### config.mk
export PLATFORM = sky130hd
export DESIGN_NAME = bullet_hit_responder
export DESIGN_NICKNAME = d
export VERILOG_FILES = /design/src/rtl/bullet_hit_responder_pkg.sv /design/src/rtl/bullet_hit_responder_hit_test.sv /design/src/rtl/bullet_hit_responder.sv
export SDC_FILE = /design/constraint.sdc
export NUM_CORES = 1
export LEC_CHECK = 0
export BUFFER_PORTS_ARGS = -buffer_cell sky130_fd_sc_hd__clkbuf_2
export CAP_MARGIN = 5
export CORE_UTILIZATION = 65
export CTS_BUF_LIST = sky130_fd_sc_hd__clkbuf_8
export DETAILED_ROUTE_END_ITERATION = 8
export PLACE_DENSITY = 0.85
export SKIP_CTS_REPAIR_TIMING = 1
export SLEW_MARGIN = 20
export SYNTH_ARGS = -nofsm -noshare
export SYNTH_HDL_FRONTEND = slang
export SYNTH_SLANG_ARGS = --single-unit
### constraint.sdc
create_clock -name clk -period 12.35 [get_ports clk]
set_input_delay 2.47 -clock clk [delete_from_list [all_inputs] [get_ports clk]]
set_output_delay 2.47 -clock clk [all_outputs]
set_load 0.1 [all_outputs]
### src/rtl/bullet_hit_responder_pkg.sv
// Shared types and constants for the bullet hit responder and its collision helpers.
package bullet_hit_responder_pkg;

  localparam int SLOT_COUNT = 8;
  localparam int X_W        = 10;
  localparam int Y_W        = 9;

  typedef enum logic [1:0] {
    ST_IDLE  = 2'd0,
    ST_START = 2'd1,
    ST_SCAN  = 2'd2,
    ST_APPLY = 2'd3
  } state_e;

  typedef struct packed {
    logic           active;
    logic           color;
    logic [X_W-1:0] x;
    logic [Y_W-1:0] y;
  } slot_t;

  // HP after damage, clamped at zero instead of wrapping
  function automatic logic [7:0] sat_sub(input logic [7:0] hp_val, input logic [7:0] dmg);
    logic [7:0] res;
    if (dmg >= hp_val) begin
      res = 8'd0;
    end else begin
      res = hp_val - dmg;
    end
    return res;
  endfunction

endpackage

### src/rtl/bullet_hit_responder_hit_test.sv
// Combinational box test: both unsigned coordinate distances strictly below HIT_RADIUS.
module bullet_hit_responder_hit_test #(
  parameter int X_W        = 10,
  parameter int Y_W        = 9,
  parameter int HIT_RADIUS = 8
) (
  input  logic [X_W-1:0] bx,
  input  logic [Y_W-1:0] by,
  input  logic [X_W-1:0] px,
  input  logic [Y_W-1:0] py,
  output logic           hit
);

  localparam logic [X_W:0] RAD_X = (X_W+1)'(HIT_RADIUS);
  localparam logic [Y_W:0] RAD_Y = (Y_W+1)'(HIT_RADIUS);

  logic [X_W:0] dx_s;
  logic [Y_W:0] dy_s;

  // Magnitudes are one bit wider than the coordinates so no difference can wrap
  always_comb begin
    if (bx >= px) begin
      dx_s = {1'b0, bx} - {1'b0, px};
    end else begin
      dx_s = {1'b0, px} - {1'b0, bx};
    end
    if (by >= py) begin
      dy_s = {1'b0, by} - {1'b0, py};
    end else begin
      dy_s = {1'b0, py} - {1'b0, by};
    end
    hit = (dx_s < RAD_X) && (dy_s < RAD_Y);
  end

endmodule

### src/rtl/bullet_hit_responder.sv
// Bullet table owner and damage-scan responder: answers collision queries and applies
// the calculator's per-frame damage to player HP.
module bullet_hit_responder
  import bullet_hit_responder_pkg::*;
#(
  parameter int HIT_RADIUS   = 8,
  parameter int MAX_HP       = 200,
  parameter int X_W          = bullet_hit_responder_pkg::X_W,
  parameter int Y_W          = bullet_hit_responder_pkg::Y_W,
  parameter int SCAN_TIMEOUT = 16
) (
  input  logic           clk,
  input  logic           rst_n,
  input  logic           frame_tick,
  input  logic [X_W-1:0] player_x,
  input  logic [Y_W-1:0] player_y,
  input  logic           wr_en,
  input  logic [2:0]     wr_idx,
  input  logic [X_W-1:0] wr_x,
  input  logic [Y_W-1:0] wr_y,
  input  logic           wr_active,
  input  logic           wr_color,
  output logic           scan_start,
  input  logic [2:0]     calc_index,
  output logic           collide,
  output logic           color,
  input  logic [7:0]     calc_damage,
  input  logic           calc_complete,
  output logic [7:0]     hp,
  output logic           dead,
  output logic           hp_update,
  input  logic           hp_reload,
  output logic           overrun,
  output logic           scan_error
);

  localparam int CNT_W = $clog2(SCAN_TIMEOUT + 1);
  localparam logic [CNT_W-1:0] CNT_LAST = CNT_W'(SCAN_TIMEOUT - 1);

  slot_t            slot_r [SLOT_COUNT];
  state_e           state_r;
  state_e           state_next_s;
  logic [CNT_W-1:0] cnt_r;
  logic [7:0]       dmg_r;
  logic             timeout_s;
  logic [7:0]       hp_r;
  logic [7:0]       hp_new_s;
  logic             dead_r;
  logic             hp_update_r;
  logic             scan_start_r;
  logic             overrun_r;
  logic             scan_error_r;
  logic             hit_s;
  slot_t            sel_s;

  assign sel_s = slot_r[calc_index];

  bullet_hit_responder_hit_test #(
    .X_W        (X_W),
    .Y_W        (Y_W),
    .HIT_RADIUS (HIT_RADIUS)
  ) u_hit_test (
    .bx  (sel_s.x),
    .by  (sel_s.y),
    .px  (player_x),
    .py  (player_y),
    .hit (hit_s)
  );

  assign collide    = sel_s.active & hit_s;
  assign color      = sel_s.color;
  assign scan_start = scan_start_r;
  assign hp         = hp_r;
  assign dead       = dead_r;
  assign hp_update  = hp_update_r;
  assign overrun    = overrun_r;
  assign scan_error = scan_error_r;

  // Slot table: spawner writes are accepted in every FSM state
  always_ff @(posedge clk or negedge rst_n) begin
    if (!rst_n) begin
      for (int i = 0; i < SLOT_COUNT; i++) begin
        slot_r[i] <= '0;
      end
    end else if (wr_en) begin
      slot_r[wr_idx] <= '{active: wr_active, color: wr_color, x: wr_x, y: wr_y};
    end
  end

  // Next-state decode; the timeout fires on the last permitted SCAN cycle without completion
  always_comb begin
    state_next_s = state_r;
    timeout_s    = 1'b0;
    case (state_r)
      ST_IDLE: begin
        if (frame_tick && !dead_r) begin
          state_next_s = ST_START;
        end else begin
          state_next_s = ST_IDLE;
        end
      end
      ST_START: state_next_s = ST_SCAN;
      ST_SCAN: begin
        if (calc_complete) begin
          state_next_s = ST_APPLY;
        end else if (cnt_r == CNT_LAST) begin
          state_next_s = ST_IDLE;
          timeout_s    = 1'b1;
        end else begin
          state_next_s = ST_SCAN;
        end
      end
      ST_APPLY: state_next_s = ST_IDLE;
      default:  state_next_s = ST_IDLE;
    endcase
  end

  // State register, scan timeout counter and latched damage
  always_ff @(posedge clk or negedge rst_n) begin
    if (!rst_n) begin
      state_r      <= ST_IDLE;
      cnt_r        <= '0;
      dmg_r        <= 8'd0;
      scan_start_r <= 1'b0;
    end else begin
      state_r      <= state_next_s;
      scan_start_r <= (state_next_s == ST_START);
      if (state_r == ST_START) begin
        cnt_r <= '0;
      end else if (state_r == ST_SCAN) begin
        cnt_r <= cnt_r + CNT_W'(1);
      end
      if (state_r == ST_SCAN && calc_complete) begin
        dmg_r <= calc_damage;
      end
    end
  end

  assign hp_new_s = sat_sub(hp_r, dmg_r);

  // HP update: reload wins over a concurrent APPLY, dead tracks the new value on the same edge
  always_ff @(posedge clk or negedge rst_n) begin
    if (!rst_n) begin
      hp_r        <= 8'(MAX_HP);
      dead_r      <= 1'b0;
      hp_update_r <= 1'b0;
    end else if (hp_reload) begin
      hp_r        <= 8'(MAX_HP);
      dead_r      <= 1'b0;
      hp_update_r <= 1'b1;
    end else if (state_r == ST_APPLY) begin
      hp_r        <= hp_new_s;
      dead_r      <= (hp_new_s == 8'd0);
      hp_update_r <= 1'b1;
    end else begin
      hp_update_r <= 1'b0;
    end
  end

  // Sticky error flags, cleared only by reset
  always_ff @(posedge clk or negedge rst_n) begin
    if (!rst_n) begin
      overrun_r    <= 1'b0;
      scan_error_r <= 1'b0;
    end else begin
      if (frame_tick && state_r != ST_IDLE) begin
        overrun_r <= 1'b1;
      end
      if (timeout_s) begin
        scan_error_r <= 1'b1;
      end
    end
  end

endmodule

Word-level counts from Yosys, hierarchy flattened
Cells that the tools add are included.
- flip-flop bits (word level): 196
- bits in latches: 0
- bits in writable memories: 0
- memory bits (read-only): 0
- input port bits: 60
- logic and storage cells: 98
- memories: 0
- add/sub/neg operators: 6
- multipliers: 0
- divide/modulo/power cells: 0
- $lt $le $gt $ge: 8
- equality and inequality tests: 5
- shift-type cells: 0
- multiplexer cells: 24
- bitwise gates (word level): 3
- reduce and logical (&&, ||, !) cells: 11
- operator list (kind ; count):
    168-bit bitwise mux ; 1
    21-bit binary-select mux with 3-bit select ; 1
    21-bit demux with 3-bit select ; 1
    21-bit two-way mux ; 3
    8-bit two-way mux ; 3
    10-bit by 10-bit subtractor with 11-bit output ; 2
    9-bit by 9-bit subtractor with 10-bit output ; 2
    11-bit by 4-bit less-than comparator with 1-bit output (second input constant) ; 1
    11-bit two-way mux ; 1
    10-bit greater-or-equal comparator ; 1
    10-bit by 4-bit less-than comparator with 1-bit output (second input constant) ; 1
    10-bit two-way mux ; 1
    5-bit two-way mux ; 2
    9-bit greater-or-equal comparator ; 1
    4-bit greater-or-equal comparator (second input constant) ; 2
    8-bit greater-or-equal comparator ; 1
    8-bit zero test ; 1
    1-bit two-way mux ; 8
    3-bit inverter with 4-bit output ; 2
    2-bit case mux with 4 select lines ; 1
    8-bit subtractor ; 1
    2-bit nonzero test ; 3
    5-bit by 1-bit adder with 5-bit output (second input constant) ; 1
    5-bit by 4-bit equality test with 1-bit output (second input constant) ; 1
    other kinds (8) ; 15

Depth between registers and ports, before layout
Gate-level depths: netlist of the first run.
- word-level depth: 9
- mapped depth: 14

Modules after synthesis
From an unflattened synthesis of the first run, not the netlist that was laid out.
- cells, all modules: 824
- area total of the unflattened synthesis: 10671.5 um2
- modules (own cells, without submodules) (module ; times used ; cells an instance ; area each (um2) ; sequential area each (um2)):
    bullet_hit_responder ; 1 ; 593 ; 9096.2 ; 4908.5
    bullet_hit_responder_hit_test ; 1 ; 231 ; 1575.3 ; 0.0

Worst setup path before layout of the first run
No wires, ideal clock.
- kind: input to output
- start point: in calc_index[0]
- end point: out collide
- arrival time: 6090 ps
- data required time: 9880 ps
- setup slack: 3790 ps
- cell stages on the path: 13
- path buffers: 2
- path through: clkbuf_1 > buf_2 > mux4_2 > mux2i_1 > inv_1 > ha_1 > nor2b_1 > o21a_1 > nor2_4 > o211ai_2 > or3b_1 > a2111oi_2 > a2bb2oi_2
- word-level cells in the longest chain between the ends: 9
- elaborated cells on any way between the ends: 16
- those cells by class: add/sub: 4; order compare: 4; mux: 5; bitwise: 2; reduce/logical: 1
- ends and longest elaborated chain (element ; line ; RTL):
    start: declaration ; bullet_hit_responder.sv:24 ; input logic [2:0] calc_index,
    3-bit inverter with 4-bit output (not written as such) (*) ; bullet_hit_responder.sv:56 ; assign sel_s = slot_r[calc_index];
    21-bit binary-select mux with 3-bit select (*) ; bullet_hit_responder.sv:56 ;
    21-bit two-way mux (not written as such) (*) (2 in series) ; bullet_hit_responder.sv:56 ;
    10-bit by 10-bit subtractor with 11-bit output, or another cell as far along ; bullet_hit_responder_hit_test.sv:25 ; dx_s = {1'b0, px} - {1'b0, bx};
    11-bit two-way mux or 10-bit two-way mux (tied branches) ; bullet_hit_responder_hit_test.sv:22, bullet_hit_responder_hit_test.sv:27 ;
    11-bit by 4-bit less-than comparator with 1-bit output or 10-bit by 4-bit less-than comparator with 1-bit output (tied branches) ; bullet_hit_responder_hit_test.sv:32 ; hit = (dx_s < RAD_X) && (dy_s < RAD_Y);
    1-bit logical AND ; bullet_hit_responder_hit_test.sv:32 ;
    1-bit bitwise AND (*) ; bullet_hit_responder.sv:70 ; assign collide = sel_s.active & hit_s;
    end: declaration ; bullet_hit_responder.sv:25 ; output logic collide,
Mark *: on every way between the ends. The rest lies on a longest branch, timed or not. The select of a mux whose other input is x is not followed.

Final worst setup path of the first run
Same ends and word-level chain as after synthesis.

==> impl_metrics.json, run 1 <==
{
  "synth_xor_area_frac": 0.007474,
  "period_minus_slack_ns": 9.254,
  "synthMuxAreaShare": 0.3035,
  "cts_tree": "built",
  "h-tree-depth": 4,
  "tightest_slew_ns": 1.003,
  "clock_path_buffers": 2,
  "start_util": 0.6639,
  "required_ns": 9.88,
  "skew_ns": 0.008668,
  "post_synth_fa_ha_maj_area_fraction": 0.06359,
  "vias": 6783,
  "synth_top_flop_cell": "dfrtp_1",
  "drc_errors": 0,
  "ys_seq_elements": 196,
  "core-area_sq_um": 15890,
  "relSlewSlack": 0.3315,
  "cp.arrival_ns": 6.78,
  "rsz0062_at_grt": "no",
  "drtAntennaViolNets": 0,
  "status": "finished, final reports clean",
  "tns_ns": 0,
  "synth.yosys.seq_area_share": 0.4654,
  "drtPass1Iterations": 4,
  "synth_edf_count": 0,
  "yosysWarnings": 0,
  "fp.dieH_um": 129.4,
  "cp_slowest_cell": "buf_2",
  "hpwlAfterDp_um": 14910,
  "synth_area_leaders": "dfrtp_1 (46%), mux2_2 (19%), mux4_2 (9.0%)",
  "clkSinkCount": 196,
  "synthSimpleGateAreaFrac": 0.06122,
  "synth_top_cell_by_area": "dfrtp_1",
  "rows": 46,
  "diodes": 0,
  "synth_compound_area_frac": 0.06359,
  "synth_top_area_share": 0.4579,
  "fin_nets": 986,
  "clk_pin_slew_ns": 0.09,
  "grt_pass1_wl_um": 36140,
  "rrSetupSlack_ns": 9.85,
  "drv_cap": 0,
  "synth_top_family_by_area": "multiplexers",
  "cp_max_fo": 26,
  "num_io_pins": 75,
  "portBuffers": 74,
  "gp_congestion": 0.8874,
  "holdPathEnd": "overrun$_DFFE_PN0P_",
  "wl_per_cell_um": 20.07,
  "reg2reg_to": "dead$_DFFE_PN0P_",
  "r2r_start": "hp[0]$_DFFE_PN0P_",
  "worstSetupStartpointType": "input port",
  "netlist_area_sq_um": 10550,
  "hold_viol_final": 0,
  "hp-class": "reg -> reg",
  "register_area_sq_um": 4908,
  "ys_types": 64,
  "cts_root_buf": "clkbuf_8",
  "rr_worst_depth": 9,
  "vias_per_cell": 6.155,
  "peakVddDrop_v": 0.0001396,
  "gr-usage-all-layers": 0.2855,
  "fin_crit_sh": 0.7493,
  "dieWidth_um": 129.4,
  "fmax_mhz": 108.1,
  "grt_antenna_before_repair": 0,
  "final_util": 0.7284,
  "setup_violations": 0,
  "worstHoldStart": "overrun$_DFFE_PN0P_",
  "path_class": "in -> out",
  "multi_input_area_sq_um": 5286,
  "p_leak_nw": 5.285,
  "synthCells": 805,
  "area_growth_pct": 9.716,
  "n_fill_cell": 1054,
  "layout_commonest_cell": "dfrtp_1",
  "whs_path_depth": 1,
  "p_per_area_nw_per_um2": 178.6,
  "cts_made_buffers": 17,
  "slew_viol_final": 0,
  "path_cells": "buf_2 -> buf_4 -> mux4_2 -> mux2i_1 -> ha_1 -> nor2b_4 -> o21a_1 -> o21ai_1 -> a21oi_1 -> or4b_1 -> a211oi_2 -> a2bb2oi_2 -> clkbuf_2",
  "syn_area_per_cell_sq_um": 13.10,
  "overflow": 0,
  "mostFrequentLayoutCells": "dfrtp_1 (193), mux2_2 (178), clkbuf_2 (72)",
  "grt_pass1_vias": 7206,
  "drt_iter0_drc": 361,
  "layout-drive-gt1-share": 0.4052,
  "clk_latency_ns": 0.45,
  "wl_um": 22120,
  "crit_path_max_incr_delay_ns": 0.74,
  "async_flop_share": 1.000,
  "grt_max_degree": 106,
  "end_kind": "output pin",
  "die_area_sq_um": 16740,
  "synthesis.nets": 918
}
## where the power goes
part	total (W)	switching [W]	leakage (nW)	internal, W
Clock	0.000441	0.000227	0.214	0.000214
Combinational	0.000747	0.000400	2.71	0.000347
Sequential	0.000879	0.0000853	2.36	0.000794
## final cells by class
type / count / area share
multi-input cells: 516 / 0.4569
flip-flops and latches: 196 / 0.4242
repair buffers: 85 / 0.04001
well taps: 216 / 0.02336
clock buffers: 19 / 0.02260
inverters: 57 / 0.01849
clock inverters: 13 / 0.01449
## Yosys cell counts (3+ instances only)
master,instances
mux2_2,178
nor2b_1,8
dfstp_2,3
nand3b_1,5
mux2i_1,25
xnor2_1,4
inv_1,57
xor2_1,5
a31oi_1,4
or3_1,6
ha_1,52
nand2b_1,9
o211ai_1,3
nor2_1,18
buf_2,12
nand3_1,3
o21ai_1,7
or2_2,3
nand4_1,6
dfrtp_1,193
o21ai_0,14
a21oi_1,20
clkbuf_1,12
o21a_1,8
nand4b_1,3
or4b_1,3
mux4_2,42
and3_1,6
nor3_1,12
a221o_1,3
a21o_1,10
a22oi_1,4
nand2_1,18
buf_1,11
## critical path: cells and delay by family
kind / cells / cell delay, ns
simple gates: 2 / 0.58
fa+ha+maj: 1 / 0.28
compound gates: 5 / 0.82
buf+inv: 3 / 1.66
mux: 2 / 0.93
## how the worst max path moves through the flow
stage	endpoint	slack [ns]	start
2_1_floorplan	collide	3.79	calc_index[0]
5_1_grt	collide	2.74	calc_index[0]
4_1_cts	collide	2.96	calc_index[0]
3_5_place_dp	collide	2.95	calc_index[0]
6_report	collide	3.10	calc_index[0]
3_3_place_gp	collide	3.01	calc_index[0]
## metal layers
layer | routed length [um] | GRT usage
met1 | 9557 | 0.3814
met2 | 11100 | 0.4845
met3 | 1183 | 0.04996
met4 | 278 | 0.08028
met5 | 0 | 0
## through the flow
step	power (W)	area (sq um)	hold slack, ns	instances	worst slack, ns
after floorplan	0.001452	10550	0.4386	805	3.790
after global placement	0.001582	11140	0.4377	1070	3.010
after detailed placement	0.001631	11140	0.4546	1070	2.946
after CTS	0.002073	11570	0.4753	1102	2.960
after global routing	0.002186	11570	0.4932	1102	2.740
final	0.002066	11570	0.4742	1102	3.096
## registers in the layout, summed over array words and instances (netlist names)
name and count:
hp 8, overrun 1, slot_r 168, scan_error 1, scan_start 1, dead 1
state_r 2, hp_update 1, cnt_r 5, dmg_r 8
## logic make-up (layout without fill, tap and decap cells)
logic type,after synthesis,in the layout
AOI/OAI and AO/OA,96,96
xor gates and xnor gates,9,9
buffers and inverters,93,174
and+or+nand+nor,113,113
adders and majority gates,53,53
muxes,245,245
DFF,196,196
Power figures use the tool's default switching activity.
==> inputs of run 2 (changes only) <==
--- a/config.mk
+++ b/config.mk
@@ -5,12 +5,13 @@
 export SDC_FILE = /design/constraint.sdc
 export NUM_CORES = 1
 export LEC_CHECK = 0
+export ABC_AREA = 1
 export BUFFER_PORTS_ARGS = -buffer_cell sky130_fd_sc_hd__clkbuf_2
 export CAP_MARGIN = 5
-export CORE_UTILIZATION = 65
+export CORE_UTILIZATION = 63
 export CTS_BUF_LIST = sky130_fd_sc_hd__clkbuf_8
 export DETAILED_ROUTE_END_ITERATION = 8
-export PLACE_DENSITY = 0.85
+export PLACE_DENSITY = 0.83
 export SKIP_CTS_REPAIR_TIMING = 1
 export SLEW_MARGIN = 20
 export SYNTH_ARGS = -nofsm -noshare
==> constraint.sdc (replaced) <==
create_clock -name clk -period 9.4 [get_ports clk]
set_input_delay 1.88 -clock clk [delete_from_list [all_inputs] [get_ports clk]]
set_output_delay 1.88 -clock clk [all_outputs]
set_load 0.1 [all_outputs]
==> run 2 against run 1 <==
Flip-flop and latch count is the same. Synthesized area grew 3.5%. First-iteration DRC count grew 100%. Via count grew 46%. Sequential share of layout area shrank 1.2 points. Clock power grew 42%. Design area grew 2.9%. Critical path depth grew 7. Non-clock buffer count grew 4. Critical endpoint unchanged.
==> impl_metrics.json, run 2 <==
{
  "status": "finished, final reports clean",
  "drv_cap": 0,
  "rr_worst_depth": 15,
  "wl_um": 26400,
  "ys_seq_elements": 196,
  "rsz0062_at_grt": "no",
  "vias_per_cell": 5.650,
  "synth_most_common_cell": "nand2_1",
  "gp_congestion": 0.9299,
  "mostFrequentLayoutCells": "nand2_1 (379), o21ai_0 (245), dfrtp_1 (193)",
  "layout_commonest_cell": "nand2_1",
  "synth_xor_area_frac": 0.004013,
  "whs_path_depth": 1,
  "synthSimpleGateAreaFrac": 0.2163,
  "period_minus_slack_ns": 7.592,
  "fin_crit_sh": 0.8076,
  "clock_path_buffers": 2,
  "grt_antenna_before_repair": 0,
  "drtAntennaViolNets": 0,
  "synth.yosys.seq_area_share": 0.4498,
  "hold_viol_final": 0,
  "setup_violations": 0,
  "p_total_w": 0.002608,
  "gr-usage-all-layers": 0.3114,
  "synth_top_family_by_area": "simple AND/OR/NAND/NOR gates",
  "worstHoldStart": "overrun$_DFFE_PN0P_",
  "grt_pass1_wl_um": 44110,
  "yosysWarnings": 0,
  "p_leak_nw": 6.231,
  "dieWidth_um": 133.6,
  "synth_top_area_share": 0.4426,
  "reg2reg_to": "dead$_DFFE_PN0P_",
  "skew_ns": 0.01085,
  "synthMuxAreaShare": 0.001032,
  "relSlewSlack": 0.3247,
  "rrSetupSlack_ns": 7.24,
  "clk_latency_ns": 0.48,
  "overflow": 0,
  "post_synth_fa_ha_maj_area_fraction": 0.06146,
  "layout-drive-gt1-share": 0.08616,
  "tightest_slew_ns": 1.012,
  "clk_pin_slew_ns": 0.10,
  "worst_slack_ns": 1.808,
  "diodes": 0,
  "portBuffers": 74,
  "grt_pass1_vias": 9443,
  "peakVddDrop_v": 0.0002153,
  "top_register": "slot_r",
  "hold_slack_ns": 0.4685,
  "h-tree-depth": 4,
  "hpwlAfterDp_um": 17310,
  "cp.arrival_ns": 5.71,
  "vias": 9899,
  "rows": 47,
  "path_class": "in -> out",
  "die_area_sq_um": 17850,
  "drc_errors": 0,
  "fmax_mhz": 131.7,
  "end_kind": "output pin",
  "p_per_area_nw_per_um2": 219.1,
  "synth_area_leaders": "dfrtp_1 (44%), nand2_1 (13%), o21ai_0 (11%)",
  "clkSinkCount": 196,
  "wl_per_cell_um": 15.07,
  "worstSetupStartpointType": "input port",
  "netlist_area_sq_um": 10910,
  "hp-class": "reg -> reg",
  "synth_compound_area_frac": 0.1816,
  "drtPass1Iterations": 6,
  "ys_types": 36,
  "synthesis.nets": 1591,
  "core-area_sq_um": 16760,
  "start_util": 0.6511,
  "syn_area_per_cell_sq_um": 7.383,
  "holdPathEnd": "overrun$_DFFE_PN0P_",
  "num_io_pins": 75,
  "largest_register_ffs": 168,
  "r2r_start": "hp[0]$_DFFE_PN0P_",
  "tns_ns": 0,
  "synth_edf_count": 0,
  "fin_nets": 1632,
  "cts_made_buffers": 17,
  "async_flop_share": 1.000,
  "drt_iter0_drc": 732,
  "synth_top_cell_by_area": "dfrtp_1",
  "synthCells": 1478,
  "required_ns": 7.52,
  "area_growth_pct": 9.116,
  "cp_max_fo": 63,
  "final_util": 0.7104,
  "synth_top_flop_cell": "dfrtp_1",
  "fp.dieH_um": 133.6,
  "cts_root_buf": "clkbuf_8",
  "place_ws_ns": 1.951,
  "synth_common_cells": "nand2_1 (379), o21ai_0 (245), dfrtp_1 (193)",
  "grt_max_degree": 120,
  "slew_viol_final": 0,
  "cts_tree": "built"
}
-- run 2: cell types whose count changed in the layout (fill, tap and decap cells not counted), sizes merged, moves of 25 or more --
cell | previous run | this run
mux4 | 42 | 0
o21ai | 22 | 258
mux2 | 178 | 1
a21oi | 22 | 57
nand2 | 18 | 380
inv | 62 | 179
nand3 | 3 | 42
mux2i | 25 | 0
nor2 | 19 | 167
o22ai | 3 | 41
-- run 2: logic make-up after synthesis --
group           after synthesis
compound gates              375
xor+xnor                      5
fa+ha+maj                    53
buf+inv                     245
flops                       196
mux                           1
simple gates                603
-- run 2: worst max path at each step --
stage,startpoint,to,slack [ns],depth (start not counted)
after detailed placement,calc_index[0],collide,1.95,20
after global placement,calc_index[1],collide,1.97,20
after global routing,calc_index[0],collide,1.50,20
after CTS,calc_index[0],collide,1.93,20
final,calc_index[0],collide,1.81,20
after floorplan,calc_index[0],collide,2.39,18
-- run 2: critical path, cell delays in order --
cell      delay (ns)
clkbuf_2        0.35
inv_2           0.45
buf_12          0.32
o21ai_0         0.12
o22ai_1         0.16
inv_1           0.05
o21ai_0         0.42
ha_1            0.41
nand2_1         0.11
inv_1           0.08
o21ai_0         0.12
nand3_1         0.11
nand2_1         0.07
nand3_1         0.08
nor2_1          0.12
nand2_1         0.06
nand2_1         0.05
nand3_1         0.11
nor2_1          0.12
clkbuf_2        0.46
-- run 2: area by class of cell --
class,instances,area [sq um]
sequential,196,4908
clock inverter,13,202.7
multi-input combinational,1037,5074
fill,1399,4853
inverter,178,668.1
clock buffer,19,261.5
timing repair buffer,89,516.7
tap,220,275.3
-- run 2: routing by layer --
metal / up-vias / track usage / part of all wire
li1: 4847 / - / -
met1: 4637 / 0.4222 / 0.44
met2: 362 / 0.5064 / 0.47
met3: 53 / 0.04604 / 0.068
met4: 0 / 0.1237 / 0.022
met5: - / 0 / 0
-- run 2: power by group --
group	switching [W]	total, W	internal [W]	leakage [nW]
sequential	0.0000976	0.00112	0.00102	2.42
clock	0.000296	0.000625	0.000330	0.232
combinational	0.000579	0.000865	0.000286	3.58
total	0.000972	0.00261	0.00164	6.23
-- run 2: stage by stage --
| stage | instance area [sq um] | cells |
|---|---|---|
| 4_1_cts | 11890 | 1751 |
| 3_5_place_dp | 11420 | 1719 |
| 2_1_floorplan | 10910 | 1478 |
| 5_1_grt | 11910 | 1752 |
| 6_report | 11910 | 1752 |
| 3_3_place_gp | 11420 | 1719 |
==> inputs of run 3 (changes only) <==
--- a/config.mk
+++ b/config.mk
@@ -8,10 +8,10 @@
 export ABC_AREA = 1
 export BUFFER_PORTS_ARGS = -buffer_cell sky130_fd_sc_hd__clkbuf_2
 export CAP_MARGIN = 5
-export CORE_UTILIZATION = 63
+export CORE_UTILIZATION = 57
 export CTS_BUF_LIST = sky130_fd_sc_hd__clkbuf_8
 export DETAILED_ROUTE_END_ITERATION = 8
-export PLACE_DENSITY = 0.83
+export PLACE_DENSITY = 0.79
 export SKIP_CTS_REPAIR_TIMING = 1
 export SLEW_MARGIN = 20
 export SYNTH_ARGS = -nofsm -noshare
==> constraint.sdc (replaced) <==
create_clock -name clk -period 6.65 [get_ports clk]
set_input_delay 1.33 -clock clk [delete_from_list [all_inputs] [get_ports clk]]
set_output_delay 1.33 -clock clk [all_outputs]
set_load 0.1 [all_outputs]
==> run 3 against run 2 <==
Clock skew down 0.0041 ns. Critical path depth up 2. Non-clock buffer count unchanged. Register-to-register slack worse by 2.8 ns. Die area up 10%. Clock power up 32%. Global-route usage down 3.1 points. Count of clock-buffer cells in the layout down 1. Worst hold slack better by 0.0050 ns. Design area up 0.12%. First-iteration DRC count up 7.9%. Power up 39%. Highest routed layer unchanged.
==> impl_metrics.json, run 3 (synthesis results as in run 2) <==
{
  "status": "finished, final reports clean",
  "drt_iter0_drc": 790,
  "vias": 9700,
  "rows": 50,
  "period_minus_slack_ns": 5.840,
  "crit_path_max_incr_delay_ns": 0.46,
  "clk_pin_slew_ns": 0.09,
  "clk_latency_ns": 0.47,
  "layout-drive-gt1-share": 0.08551,
  "path_cells": "clkbuf_2 -> inv_1 -> buf_12 -> o21ai_0 -> o22ai_1 -> inv_1 -> o21ai_1 -> ha_1 -> nand2_1 -> inv_1 -> nand2_1 -> nand2_1 -> nand2_1 -> nand3_1 -> nand2_1 -> nand2_1 -> nor2_1 -> nand3_1 -> nand2_1 -> nand2_1 -> nor2_1 -> buf_12",
  "dieWidth_um": 140.4,
  "cts_made_buffers": 17,
  "grt_pass1_vias": 8963,
  "skew_ns": 0.006744,
  "tns_ns": 0,
  "final_area_sq_um": 11920,
  "hold_viol_final": 0,
  "peakVddDrop_v": 0.0002756,
  "place_area_sq_um": 11490,
  "cts_tree": "built",
  "die_area_sq_um": 19700,
  "cp_num_buf_inv": 6,
  "wl_per_cell_um": 14.85,
  "layout_commonest_cell": "nand2_1",
  "drtPass1Iterations": 6,
  "largest_register_ffs": 168,
  "hpwlAfterDp_um": 17380,
  "slew_viol_final": 0,
  "tightest_slew_ns": 1.001,
  "grt_antenna_before_repair": 0,
  "n_fill_cell": 1665,
  "relSlewSlack": 0.3324,
  "cts_root_buf": "clkbuf_8",
  "top_register": "slot_r",
  "cp_max_fo": 25,
  "grt_max_degree": 134,
  "fin_nets": 1632,
  "fin_crit_sh": 0.8782,
  "vias_per_cell": 5.493,
  "wl_um": 26220,
  "clkSinkCount": 196,
  "drc_errors": 0,
  "fmax_mhz": 171.2,
  "overflow": 0,
  "start_util": 0.5833,
  "clock_path_buffers": 2,
  "gr-usage-all-layers": 0.2802,
  "drv_cap": 0,
  "grt_pass1_wl_um": 43930,
  "p_leak_nw": 6.223,
  "critical-path-top-delay-family": "buffers and inverters",
  "portBuffers": 74,
  "area_growth_pct": 9.242,
  "worstSetupStartpointType": "input port",
  "setup_violations": 0,
  "required_ns": 5.32,
  "p_per_area_nw_per_um2": 304.0,
  "mostFrequentLayoutCells": "nand2_1 (379), o21ai_0 (245), dfrtp_1 (193)",
  "end_kind": "output pin",
  "num_io_pins": 75,
  "cp_slowest_cell": "inv_1",
  "drtAntennaViolNets": 0,
  "path_class": "in -> out",
  "path_common_cell": "nand2_1",
  "cp.arrival_ns": 4.51,
  "diodes": 0,
  "final_util": 0.6373,
  "fp.dieH_um": 140.4,
  "hp-class": "reg -> reg",
  "rsz0062_at_grt": "no",
  "gp_congestion": 0.9461,
  "h-tree-depth": 4,
  "core-area_sq_um": 18710
}
-- run 3: layer usage --
| layer | share of wire | vias up | GRT usage |
|---|---|---|---|
| met4 | 0.012 | 0 | 0.06651 |
| met1 | 0.46 | 4528 | 0.3920 |
| met5 | 0 | - | 0 |
| met3 | 0.053 | 25 | 0.04000 |
| li1 | - | 4847 | - |
| met2 | 0.48 | 300 | 0.4621 |
-- run 3: power breakdown --
part | switching (W) | internal, W
clock network | 0.000411 | 0.000417
registers | 0.000131 | 0.00144
logic | 0.000814 | 0.000408
total | 0.00136 | 0.00227
-- run 3: worst paths after layout --
kind,from,endpoint,slack (ns),depth (start not counted)
worst max-delay path,calc_index[1],collide,0.81,22
worst min-delay path,overrun$_DFFE_PN0P_,overrun$_DFFE_PN0P_,0.47,1
worst max register to register,hp[0]$_DFFE_PN0P_,dead$_DFFE_PN0P_,4.48,15
worst min register to register,overrun$_DFFE_PN0P_,overrun$_DFFE_PN0P_,0.47,1
max in group asynchronous,rst_n,slot_r[141]$_DFFE_PN0P_,4.27,2
min in group asynchronous,rst_n,slot_r[24]$_DFFE_PN0P_,0.94,1
-- run 3: metrics by stage --
| step | hold slack, ns | instances | setup slack [ns] | power [W] |
|---|---|---|---|---|
| floorplan | 0.4478 | 1478 | 0.7385 | 0.002497 |
| finish | 0.4735 | 1766 | 0.8098 | 0.003624 |
| detailed placement | 0.4467 | 1734 | 0.8438 | 0.002805 |
| CTS | 0.4701 | 1766 | 0.8220 | 0.003626 |
| global placement | 0.4414 | 1734 | 0.9039 | 0.002766 |
| global route | 0.4805 | 1766 | 0.4879 | 0.003878 |
-- run 3: worst reg2reg max path, stage by stage (launching register included) --
cell     delay, ns
dfrtp_1       0.39
inv_1         0.08
ha_1          0.14
inv_1         0.06
fa_1          0.41
nand3_1       0.10
nand2_1       0.11
nand2_1       0.08
nand3_1       0.09
nand2_1       0.16
inv_2         0.09
nand2_1       0.09
nand2_1       0.05
nor2_1        0.10
nand4_1       0.09
nand2_1       0.07
-- run 3: layout make-up --
class | instances | area, sq um | area share
multi-input combinational | 1037 | 5074 | 0.4256
clock buffer | 18 | 247.7 | 0.02078
clock inverter | 14 | 183.9 | 0.01543
timing repair buffer | 89 | 545.5 | 0.04576
inverter | 178 | 668.1 | 0.05605
tap | 234 | 292.8 | 0.02456
sequential | 196 | 4908 | 0.4118
